==> config.mk <==
export PLATFORM = sky130hd
export DESIGN_NAME = nibble_serial_adder
export DESIGN_NICKNAME = d
export VERILOG_FILES = /design/src/rtl/nibble_serial_adder.sv
export SDC_FILE = /design/constraint.sdc
export NUM_CORES = 1
export LEC_CHECK = 0
export ABC_AREA = 1
export ABC_CLOCK_PERIOD_IN_PS = 4500
export BUFFER_PORTS_ARGS = -buffer_cell sky130_fd_sc_hd__buf_2
export CAP_MARGIN = 10
export CORE_MARGIN = 4
export CORE_UTILIZATION = 30
export DETAILED_ROUTE_END_ITERATION = 12
export SYNTH_ARGS = -nofsm -noshare
export SYNTH_HDL_FRONTEND = slang
export SYNTH_SLANG_ARGS = --single-unit
==> constraint.sdc <==
create_clock -name clk -period 4.5 [get_ports clk]
set_input_delay 0.675 -clock clk [delete_from_list [all_inputs] [get_ports clk]]
set_output_delay 0.675 -clock clk [all_outputs]
set_load 0.1 [all_outputs]
==> src/rtl/nibble_serial_adder.sv <==
// Bit-serial-by-nibble adder: one 4-bit carry-lookahead slice is reused over
// NIBBLES cycles, least significant nibble first, behind a valid/ready handshake.
module nibble_serial_adder #(
  parameter int NIBBLES = 4
) (
  input  logic                   clk,
  input  logic                   rst,
  input  logic                   in_valid,
  output logic                   in_ready,
  input  logic [4*NIBBLES-1:0]   a,
  input  logic [4*NIBBLES-1:0]   b,
  input  logic                   cin,
  output logic                   out_valid,
  input  logic                   out_ready,
  output logic [4*NIBBLES-1:0]   sum,
  output logic                   cout,
  output logic                   ovf
);

  localparam int DATA_W = 4 * NIBBLES;
  localparam int IDX_W  = $clog2(NIBBLES);

  typedef enum logic [1:0] {IDLE, RUN, DONE} state_t;

  state_t             state, state_nxt;
  logic [DATA_W-1:0]  a_q, b_q, sum_q;
  logic               carry_q, cout_q, ovf_q;
  logic [IDX_W-1:0]   idx_q;
  logic               last_nib;

  logic [3:0]         a_nib, b_nib, s_nib;
  logic               c3_nib, c4_nib;
  logic [5:0]         slice;

  // Returns {c4, c3, sum[3:0]}; every carry is a flat sum of products of p/g/c0.
  function automatic logic [5:0] cla4(input logic [3:0] x, input logic [3:0] y,
                                      input logic c0);
    logic [3:0] p, g, s;
    logic       c1, c2, c3, c4;
    p  = x ^ y;
    g  = x & y;
    c1 = g[0] | (p[0] & c0);
    c2 = g[1] | (p[1] & g[0]) | (p[1] & p[0] & c0);
    c3 = g[2] | (p[2] & g[1]) | (p[2] & p[1] & g[0]) | (p[2] & p[1] & p[0] & c0);
    c4 = g[3] | (p[3] & g[2]) | (p[3] & p[2] & g[1]) | (p[3] & p[2] & p[1] & g[0])
       | (p[3] & p[2] & p[1] & p[0] & c0);
    s  = p ^ {c3, c2, c1, c0};
    return {c4, c3, s};
  endfunction

  assign a_nib    = a_q[{idx_q, 2'b00} +: 4];
  assign b_nib    = b_q[{idx_q, 2'b00} +: 4];
  assign slice    = cla4(a_nib, b_nib, carry_q);
  assign s_nib    = slice[3:0];
  assign c3_nib   = slice[4];
  assign c4_nib   = slice[5];
  assign last_nib = (idx_q == IDX_W'(NIBBLES - 1));

  // Handshake flags depend on state only; rst masks in_ready while held.
  assign in_ready  = (state == IDLE) && !rst;
  assign out_valid = (state == DONE);
  assign sum       = sum_q;
  assign cout      = cout_q;
  assign ovf       = ovf_q;

  always_comb begin
    state_nxt = state;
    case (state)
      IDLE:    if (in_valid && in_ready) state_nxt = RUN;
      RUN:     if (last_nib)             state_nxt = DONE;
      DONE:    if (out_ready)            state_nxt = IDLE;
      default:                           state_nxt = IDLE;
    endcase
  end

  always_ff @(posedge clk or posedge rst) begin
    if (rst) begin
      state   <= IDLE;
      a_q     <= '0;
      b_q     <= '0;
      carry_q <= 1'b0;
      idx_q   <= '0;
      sum_q   <= '0;
      cout_q  <= 1'b0;
      ovf_q   <= 1'b0;
    end else begin
      state <= state_nxt;
      case (state)
        IDLE: begin
          if (in_valid) begin
            a_q     <= a;
            b_q     <= b;
            carry_q <= cin;
            idx_q   <= '0;
          end
        end
        RUN: begin
          sum_q[{idx_q, 2'b00} +: 4] <= s_nib;
          carry_q                    <= c4_nib;
          idx_q                      <= idx_q + 1'b1;
          // Top slice: c3 is the carry into bit W-1, c4 the carry out of it.
          if (last_nib) begin
            cout_q <= c4_nib;
            ovf_q  <= c3_nib ^ c4_nib;
          end
        end
        default: ;
      endcase
    end
  end

endmodule

==> results of run 1 <==
## layout make-up
type                            count  share of cell area, %
Multi-Input combinational cell    243                   37.4
Timing Repair Buffer               58                   9.34
Tap cell                          108                   4.28
Inverter                           23                   2.73
Clock buffer                        6                   2.30
Clock inverter                      2                  0.396
Sequential cell                    55                   43.5
## cell families after synthesis
family,share of synthesized area [%]
buffers and inverters,5.54
AOI/OAI and AO/OA,9.84
adders and majority gates,5.82
and+or+nand+nor,27.0
xor gates and xnor gates,0.970
DFF,50.8
## stage by stage
step,hold WS (ps),instances,util [%]
detailed placement,463,487,35.1
floorplan,444,333,-
global placement,466,487,35.1
CTS,489,495,36.1
finish,479,495,36.1
global route,504,495,36.1
## worst max-delay path, stage by stage (launching register included)
cell	delay (ps)
dfrtp_1	380
inv_1	460
o21ai_0	180
o22ai_1	150
ha_1	320
nand2_1	90
nand2_1	60
nor2_2	140
nand2_2	80
nand2_2	80
nand3_1	110
nor2_2	140
nand2_1	70
nand2_1	50
## registers in the layout (all words and copies together), names as in the netlist
name     count
sum         16
b_q         16
cout         1
ovf          1
state        2
carry_q      1
a_q         16
idx_q        2
## cell usage after synthesis
| library cell | n | area share, % |
|---|---|---|
| fa_1 | 1 | 0.74 |
| nor3_1 | 1 | 0.18 |
| xor2_1 | 2 | 0.65 |
| nand4_2 | 1 | 0.46 |
| dfrtp_1 | 55 | 51 |
| o21ai_1 | 14 | 2.6 |
| o211ai_1 | 1 | 0.28 |
| buf_4 | 3 | 0.83 |
| clkinv_1 | 1 | 0.14 |
| clkbuf_1 | 3 | 0.42 |
| xnor2_1 | 1 | 0.32 |
| o21ai_0 | 25 | 4.6 |
| inv_1 | 19 | 2.6 |
| nand4_1 | 2 | 0.46 |
| inv_2 | 3 | 0.42 |
| o22ai_1 | 9 | 2.1 |
| buf_2 | 6 | 1.1 |
| nand2_1 | 133 | 18 |
| nor2_8 | 1 | 0.74 |
| ha_1 | 11 | 5.1 |
| o31ai_1 | 1 | 0.28 |
| nand2_2 | 4 | 0.92 |
| nor2_2 | 5 | 1.2 |
| nand3_1 | 8 | 1.5 |
| nor2_1 | 23 | 3.2 |
## per-layer routing
metal | part of all wire (%) | vias up | track usage, %
met2 | 47 | 42 | 20.7
met3 | 5.2 | 6 | 2.71
li1 | - | 1163 | -
met4 | 0.96 | 0 | 2.99
met1 | 47 | 1008 | 16.8
met5 | 0 | - | 0
## final timing paths
check	slack (ps)	start	depth (start not counted)	endpoint
worst min register to register	480	sum[7]	2	sum[7]
min in group asynchronous	530	rst	3	state[1]
max in group asynchronous	3490	rst	3	sum[10]
worst max-delay path	2130	idx_q[0]	13	sum[7]
worst max register to register	2130	idx_q[0]	13	sum[7]
worst min-delay path	480	sum[7]	2	sum[7]
==> impl_metrics.env, run 1 <==
export IMPL_fin_crit_ps=2370
export IMPL_hold_buffers=0
export IMPL_tns_ps=0
export IMPL_dieArea_sq_um=10600
export IMPL_dp_slack_ps=2150
export IMPL_finalInstanceArea_sq_um=3160
export IMPL_slew_headroom_pct=54.5
export IMPL_yosysSeqAreaShare_pct=50.8
export IMPL_drc=0
export IMPL_startpoint_type="flip-flop"
export IMPL_htreeDepth=2
export IMPL_netlist_instances=333
export IMPL_grt_usage_pct=12.5
export IMPL_period_share_pct=52.6
export IMPL_critPathRequiredTime_ps=4750
export IMPL_die_h_microns=103
export IMPL_cp_max_fo=22
export IMPL_tightestPinTransition_ps=683
export IMPL_syn_num_nets=382
export IMPL_ys_warnings_count=0
export IMPL_cts_root_buf="clkbuf_8"
export IMPL_cts_made_buffers=5
export IMPL_max_freq_mhz=423
export IMPL_via_per_inst=4.48
export IMPL_ant_nets=0
export IMPL_avgSynthCellArea_sq_um=8.13
export IMPL_layout_commonest_cell="nand2_1"
export IMPL_regArea_sq_um=1380
export IMPL_layout_drive_gt1_share_pct=20.7
export IMPL_grt_pass1_wl_mm=10.5
export IMPL_endpoint_kind="flip-flop"
export IMPL_multi_input_area_sq_um=1180
export IMPL_die_x_microns=103
export IMPL_dpl_cell_area_sq_um=3080
export IMPL_post_drt_wl_per_cell_microns=12.5
export IMPL_dr_pass1_iters=4
export IMPL_antenna_found_initial=0
export IMPL_area_growth_pct=16.7
export IMPL_slew_viol_final=0
export IMPL_ys_ff_latch=55
export IMPL_rows=34
export IMPL_grt_ovfl_total=0
export IMPL_clockBufferDepth=2
export IMPL_grt_max_degree=56
export IMPL_setup_viol=0
export IMPL_num_io_pins=57
export IMPL_syn_area_sq_um=2710
export IMPL_drt_total_wl_mm=6.17
export IMPL_clk_pin_slew_worst_paths_ps=100
export IMPL_clock_latency_ps=310
export IMPL_fillCellCount=976
export IMPL_grt_pass1_vias=2220
export IMPL_maxCapViolCount=0
export IMPL_post_cts_setup_buffers=0
export IMPL_fin_ws_ps=2130
export IMPL_outcome="finished clean"
export IMPL_n_antenna_cell=0
export IMPL_cts_tree="built"
export IMPL_fin_nets=435
export IMPL_drt_iter0_drc=72
export IMPL_rsz0062_at_grt="false"
export IMPL_cts_sinks=55
export IMPL_dr_total_vias=2219
export IMPL_hpwl_mm=4.65
export IMPL_floorplan_initialDensity_pct=30.9
export IMPL_synthDistinctLibCells=25
export IMPL_cts_resized=0
export IMPL_arrival_ps=2620
export IMPL_fin_skew_ps=5.52
export IMPL_worstSetupPathType="reg -> reg"
export IMPL_min_path_type="reg -> reg"
export IMPL_hold_violations=0
export IMPL_core_area_sq_um=8760
export IMPL_globalplace_congestion=0.837
export IMPL_io_buffer_count=56
export IMPL_final_cell_mix="nand2_1, buf_2, dfrtp_1, o21ai_0, nor2_1"
Power of run 1 is left out: the tool's default activity adds up to more than one toggle a clock period on the data nets, which glitch-free logic cannot reach.
==> run 2, diff against run 1 <==
--- a/config.mk
+++ b/config.mk
@@ -5,8 +5,8 @@
 export SDC_FILE = /design/constraint.sdc
 export NUM_CORES = 1
 export LEC_CHECK = 0
-export ABC_AREA = 1
-export ABC_CLOCK_PERIOD_IN_PS = 4500
+export ABC_AREA = 0
+export ABC_CLOCK_PERIOD_IN_PS = 2000
 export BUFFER_PORTS_ARGS = -buffer_cell sky130_fd_sc_hd__buf_2
 export CAP_MARGIN = 10
 export CORE_MARGIN = 4
==> constraint.sdc (replaced) <==
create_clock -name clk -period 2 [get_ports clk]
set_input_delay 0.3 -clock clk [delete_from_list [all_inputs] [get_ports clk]]
set_output_delay 0.3 -clock clk [all_outputs]
set_load 0.1 [all_outputs]
==> run 2 against run 1 <==
  * The flow now finishes with violations (setup timing)
  * Register-to-register slack worse by 2300 ps
  * Non-clock buffer count increased by 16
  * First-iteration DRC count down 33%
  * Die area down 4.8%
  * Utilization rose by 4.9 points
==> impl_metrics.env, run 2 <==
export IMPL_yosysSeqAreaShare_pct=53.6
export IMPL_ys_ff_latch=55
export IMPL_slowest_delay_ps=530
export IMPL_synthAdderAreaFrac_pct=6.14
export IMPL_cts_sinks=55
export IMPL_synth_compound_area_share_pct=8.91
export IMPL_slew_viol_final=0
export IMPL_path_cells="buf_12 > mux4_2 > ha_4 > o21ai_2 > o21bai_2 > buf_4 > mux2i_1 > a31oi_1"
export IMPL_antenna_found_initial=0
export IMPL_die_h_microns=101
export IMPL_grt_ovfl_total=0
export IMPL_synth_top_flop_cell="dfrtp_1"
export IMPL_rows=33
export IMPL_via_per_inst=4.64
export IMPL_drc=0
export IMPL_worstSetupPathType="reg -> reg"
export IMPL_fin_nets=367
export IMPL_fillCellCount=812
export IMPL_tightestPinTransition_ps=557
export IMPL_async_reset_ff_share_pct=100
export IMPL_grt_usage_pct=12.6
export IMPL_holdWs_ps=60.3
export IMPL_slowest_stage="mux4_2"
export IMPL_synth_top_family_by_area="simple AND/OR/NAND/NOR gates"
export IMPL_netlist_area_leader_share_pct=53.6
export IMPL_slew_headroom_pct=62.8
export IMPL_dp_cells=412
export IMPL_grt_pass1_wl_mm=9.99
export IMPL_drt_total_wl_mm=5.99
export IMPL_synth_simple_area_share_pct=20.8
export IMPL_violations="setup timing"
export IMPL_syn_area_sq_um=2570
export IMPL_num_io_pins=57
export IMPL_grt_pass1_vias=2128
export IMPL_stdcell_count=424
export IMPL_synthMuxAreaShare_pct=7.40
export IMPL_area_growth_pct=31.7
export IMPL_setup_viol=15
export IMPL_outcome="finished with violations"
export IMPL_netlist_instances=247
export IMPL_layout_drive_gt1_share_pct=36.4
export IMPL_critPathRequiredTime_ps=2200
export IMPL_cts_made_buffers=5
export IMPL_cp_max_fo=5
export IMPL_max_freq_mhz=451
export IMPL_fin_skew_ps=6.27
export IMPL_synth_commonest_cells="nand2_1, dfrtp_1, a22o_1"
export IMPL_period_share_pct=111
export IMPL_synthTopCellsByArea="dfrtp_1, nand2_1, mux4_2, a22o_1, ha_1"
export IMPL_finalInstanceArea_sq_um=3380
export IMPL_clockBufferDepth=2
export IMPL_clock_latency_ps=310
export IMPL_synth_edff_count=0
export IMPL_startpoint_type="flip-flop"
export IMPL_maxCapViolCount=0
export IMPL_hold_violations=0
export IMPL_endpoint_kind="flip-flop"
export IMPL_dr_pass1_iters=4
export IMPL_rsz0062_at_grt="true"
export IMPL_dr_total_vias=1967
export IMPL_hpwl_mm=4.60
export IMPL_min_path_type="in -> async"
export IMPL_final_cell_mix="nand2_1, buf_2, dfrtp_1, a22o_1, buf_4"
export IMPL_layout_commonest_cell="nand2_1"
export IMPL_synth_most_common_cell="nand2_1"
export IMPL_n_antenna_cell=0
export IMPL_final_util_pct=41.0
export IMPL_fin_crit_ps=2220
export IMPL_cts_tree="built"
export IMPL_synth_top_cell_by_area="dfrtp_1"
export IMPL_syn_num_nets=296
export IMPL_htreeDepth=2
export IMPL_fin_ws_ps=-216
export IMPL_multi_input_area_sq_um=1280
export IMPL_ys_warnings_count=0
export IMPL_synthDistinctLibCells=35
export IMPL_clk_pin_slew_worst_paths_ps=100
export IMPL_drt_iter0_drc=48
export IMPL_dieArea_sq_um=10100
export IMPL_dpl_cell_area_sq_um=3140
export IMPL_ant_nets=0
export IMPL_floorplan_initialDensity_pct=31.1
export IMPL_globalplace_congestion=0.734
export IMPL_io_buffer_count=56
export IMPL_avgSynthCellArea_sq_um=10.4
export IMPL_hold_buffers=0
export IMPL_die_x_microns=101
export IMPL_cts_root_buf="clkbuf_8"
export IMPL_post_drt_wl_per_cell_microns=14.1
export IMPL_regArea_sq_um=1380
export IMPL_grt_max_degree=32
export IMPL_synth_xor_area_share_pct=1.02
export IMPL_core_area_sq_um=8260
export IMPL_arrival_ps=2410
[run 2: changes by cell type after synthesis, sizes merged, moves of 4 or more]
cell    change
a21oi       +5
nor2       -25
nand3       -7
clkbuf      +4
inv        -19
buf         -6
o21ai      -36
nand2      -29
o22ai       -8
mux4        +8
a22o       +16
[run 2: per-stage QoR]
step,setup WS (ps),setup TNS [ps]
6_report,-216,-2140
5_1_grt,-321,-3400
4_1_cts,-215,-2800
3_5_place_dp,-315,-3880
3_3_place_gp,-213,-2840
2_1_floorplan,-248,-2330
[run 2: cells by family (layout without fill, tap and decap cells)]
logic type	count (synthesis)	in the layout
flops	55	55
simple gates	124	124
fa+ha+maj	12	12
buf+inv	13	85
mux	9	9
compound gates	31	31
xor+xnor	3	3
[run 2: area by class of cell]
type                       count  area share [%]
tap                          105            3.88
clock inverter                 2            1.04
clock buffer                   6            2.44
sequential                    55            40.7
inverter                       3           0.333
multi-input combinational    179            38.0
timing repair buffer          74            13.6
[run 2: path summary, 6_finish.rpt]
path / startpoint / end / slack, ps / cells past startpoint
max in group asynchronous: rst / idx_q[0] / 1370 / 3
worst min-delay path: rst / state[1] / 60 / 2
worst max-delay path: idx_q[0] / ovf / -220 / 8
min in group clk: a[15] / a_q[15] / 170 / 3
worst min register to register: a_q[11] / a_q[11] / 480 / 2
worst max register to register: idx_q[0] / ovf / -220 / 8
[run 2: repair_timing]
item	in CTS	in global routing
pin swaps	12	8
endpoints found under the hold margin	0	0
setup buffers	5	0
gates resized for setup	15	1
setup endpoints to repair	19	19
cloned	0	0
[run 2: routing by layer]
metal | track usage (%) | wire length [microns]
met5 | 0 | 0
met4 | 4.46 | 113
met3 | 2.70 | 266
met2 | 21.5 | 2980
met1 | 15.8 | 2640
[run 2: worst max-delay path, delay by kind of cell, from the launching register on]
kind	cells	cell delay [ps]
muxes	2	710
AOI/OAI and AO/OA	3	350
DFF	1	460
adders and majority gates	1	290
buffers and inverters	2	290
Power of run 2 is left out for the same reason.
==> run 3, diff against run 2 <==
--- a/config.mk
+++ b/config.mk
@@ -10,8 +10,9 @@
 export BUFFER_PORTS_ARGS = -buffer_cell sky130_fd_sc_hd__buf_2
 export CAP_MARGIN = 10
 export CORE_MARGIN = 4
-export CORE_UTILIZATION = 30
+export CORE_UTILIZATION = 48
 export DETAILED_ROUTE_END_ITERATION = 12
+export PLACE_DENSITY = 0.75
 export SYNTH_ARGS = -nofsm -noshare
 export SYNTH_HDL_FRONTEND = slang
 export SYNTH_SLANG_ARGS = --single-unit
==> run 3 against run 2 <==
  * The run still ends with setup timing left
  * Worst hold slack got worse by 47 ps
  * Wire length shrank 8.0%
  * Sequential cell count unchanged
  * Critical path depth unchanged
  * Worst setup slack got worse by 5.7 ps
  * Maximum frequency shrank 0.26%
  * Non-clock buffer count increased by 7
  * Register-to-register slack about the same
  * Critical endpoint is now sum[11]
==> impl_metrics.env, run 3 (same netlist as run 2, synthesis figures left out) <==
export IMPL_outcome="finished with violations"
export IMPL_violations="setup timing"
export IMPL_layout_drive_gt1_share_pct=36.8
export IMPL_busiest_layer="met2"
export IMPL_hpwl_mm=4.07
export IMPL_endpoint_kind="flip-flop"
export IMPL_final_cell_mix="nand2_1, buf_2, dfrtp_1, buf_4, a22o_1"
export IMPL_setup_viol=19
export IMPL_grt_usage_pct=18.3
export IMPL_r2r_worst_path_cells=8
export IMPL_use_met1_pct=25.0
export IMPL_max_freq_mhz=450
export IMPL_worstSetupPathType="reg -> reg"
export IMPL_final_util_pct=65.6
export IMPL_cts_sinks=55
export IMPL_use_met2_pct=30.3
export IMPL_drc=0
export IMPL_hold_buffers=0
export IMPL_io_buffer_count=56
export IMPL_area_growth_pct=31.3
export IMPL_hold_violations=0
export IMPL_slew_headroom_pct=67.6
export IMPL_grt_pass1_wl_mm=9.15
export IMPL_n_antenna_cell=0
export IMPL_critPathRequiredTime_ps=2210
export IMPL_drt_iter0_drc=85
export IMPL_path_cells="buf_6 > mux4_2 > ha_4 > o21ai_2 > o21bai_2 > buf_6 > xor2_4 > a22o_1"
export IMPL_dieArea_sq_um=6590
export IMPL_via_per_inst=4.93
export IMPL_fin_nets=374
export IMPL_globalplace_congestion=0.798
export IMPL_period_share_pct=111
export IMPL_die_h_microns=81.2
export IMPL_layout_commonest_cell="nand2_1"
export IMPL_slew_viol_final=0
export IMPL_holdWs_ps=13.2
export IMPL_grtUsageMet3_pct=3.10
export IMPL_post_drt_wl_per_cell_microns=13.9
export IMPL_rr_startpoint="idx_q[0]"
export IMPL_fin_skew_ps=13.2
export IMPL_slowest_stage="mux4_2"
export IMPL_worstReg2RegEnd="sum[11]"
export IMPL_tns_ps=-2920
export IMPL_ant_nets=0
export IMPL_grt_pass1_vias=1961
export IMPL_grt_max_degree=36
export IMPL_slowest_delay_ps=520
export IMPL_reg2reg_slack_ps=-220
export IMPL_rows=26
export IMPL_min_path_type="in -> async"
export IMPL_grt_ovfl_total=0
export IMPL_cp_common_cell="buf_6"
export IMPL_dp_slack_ps=-284
export IMPL_clock_latency_ps=310
export IMPL_dr_pass1_iters=4
export IMPL_cts_tree="built"
export IMPL_antenna_found_initial=0
export IMPL_fin_ws_ps=-222
export IMPL_tightestPinTransition_ps=490
export IMPL_cts_made_buffers=5
export IMPL_die_x_microns=81.2
export IMPL_startpoint_type="flip-flop"
export IMPL_clockBufferDepth=2
export IMPL_core_area_sq_um=5140
export IMPL_arrival_ps=2430
export IMPL_maxCapViolCount=0
export IMPL_rsz0062_at_grt="true"
export IMPL_drt_total_wl_mm=5.51
export IMPL_clk_pin_slew_worst_paths_ps=100
export IMPL_cts_root_buf="clkbuf_8"
export IMPL_num_io_pins=57
export IMPL_dr_total_vias=1954
export IMPL_cp_max_fo=8
export IMPL_fin_crit_ps=2220
export IMPL_floorplan_initialDensity_pct=50.0
export IMPL_htreeDepth=2
## run 3: metal layers
metal	up-vias	routed length, microns
met2	37	2730
met3	5	222
met1	927	2500
li1	985	-
met5	-	0
met4	0	63
## run 3: through the flow
stage                     instances  area, sq um
after floorplan                 247         2650
after global placement          383         3140
after detailed placement        383         3140
after CTS                       395         3350
after global routing            396         3370
final                           396         3370
## run 3: area by class of cell
class / count / area [sq um]
Sequential cell: 55 / 1380
Multi-Input combinational cell: 179 / 1270
Inverter: 3 / 11.3
Fill cell: 424 / 1770
Clock buffer: 6 / 82.6
Tap cell: 70 / 87.6
Timing Repair Buffer: 81 / 508
Clock inverter: 2 / 35.0
## run 3: worst max path at each step
stage              end  startpoint
2_1_floorplan  sum[11]    idx_q[0]
3_3_place_gp    sum[7]    idx_q[0]
3_5_place_dp   sum[11]    idx_q[0]
4_1_cts            ovf    idx_q[0]
5_1_grt            ovf    idx_q[0]
6_report       sum[11]    idx_q[0]
## run 3: timing repair
action / in CTS / in global routing
pin swaps: 17 / 5
endpoints found under the setup margin: 19 / 19
gates resized for setup: 11 / 4
setup buffers: 6 / 2
## run 3: worst max-delay path, delay by kind of cell (launching register included)
kind,cells,cell delay (ps)
AOI/OAI and AO/OA,3,460
xor gates and xnor gates,1,150
adders and majority gates,1,260
buffers and inverters,2,260
DFF,1,480
muxes,1,520
Power of run 3 is left out for the same reason.
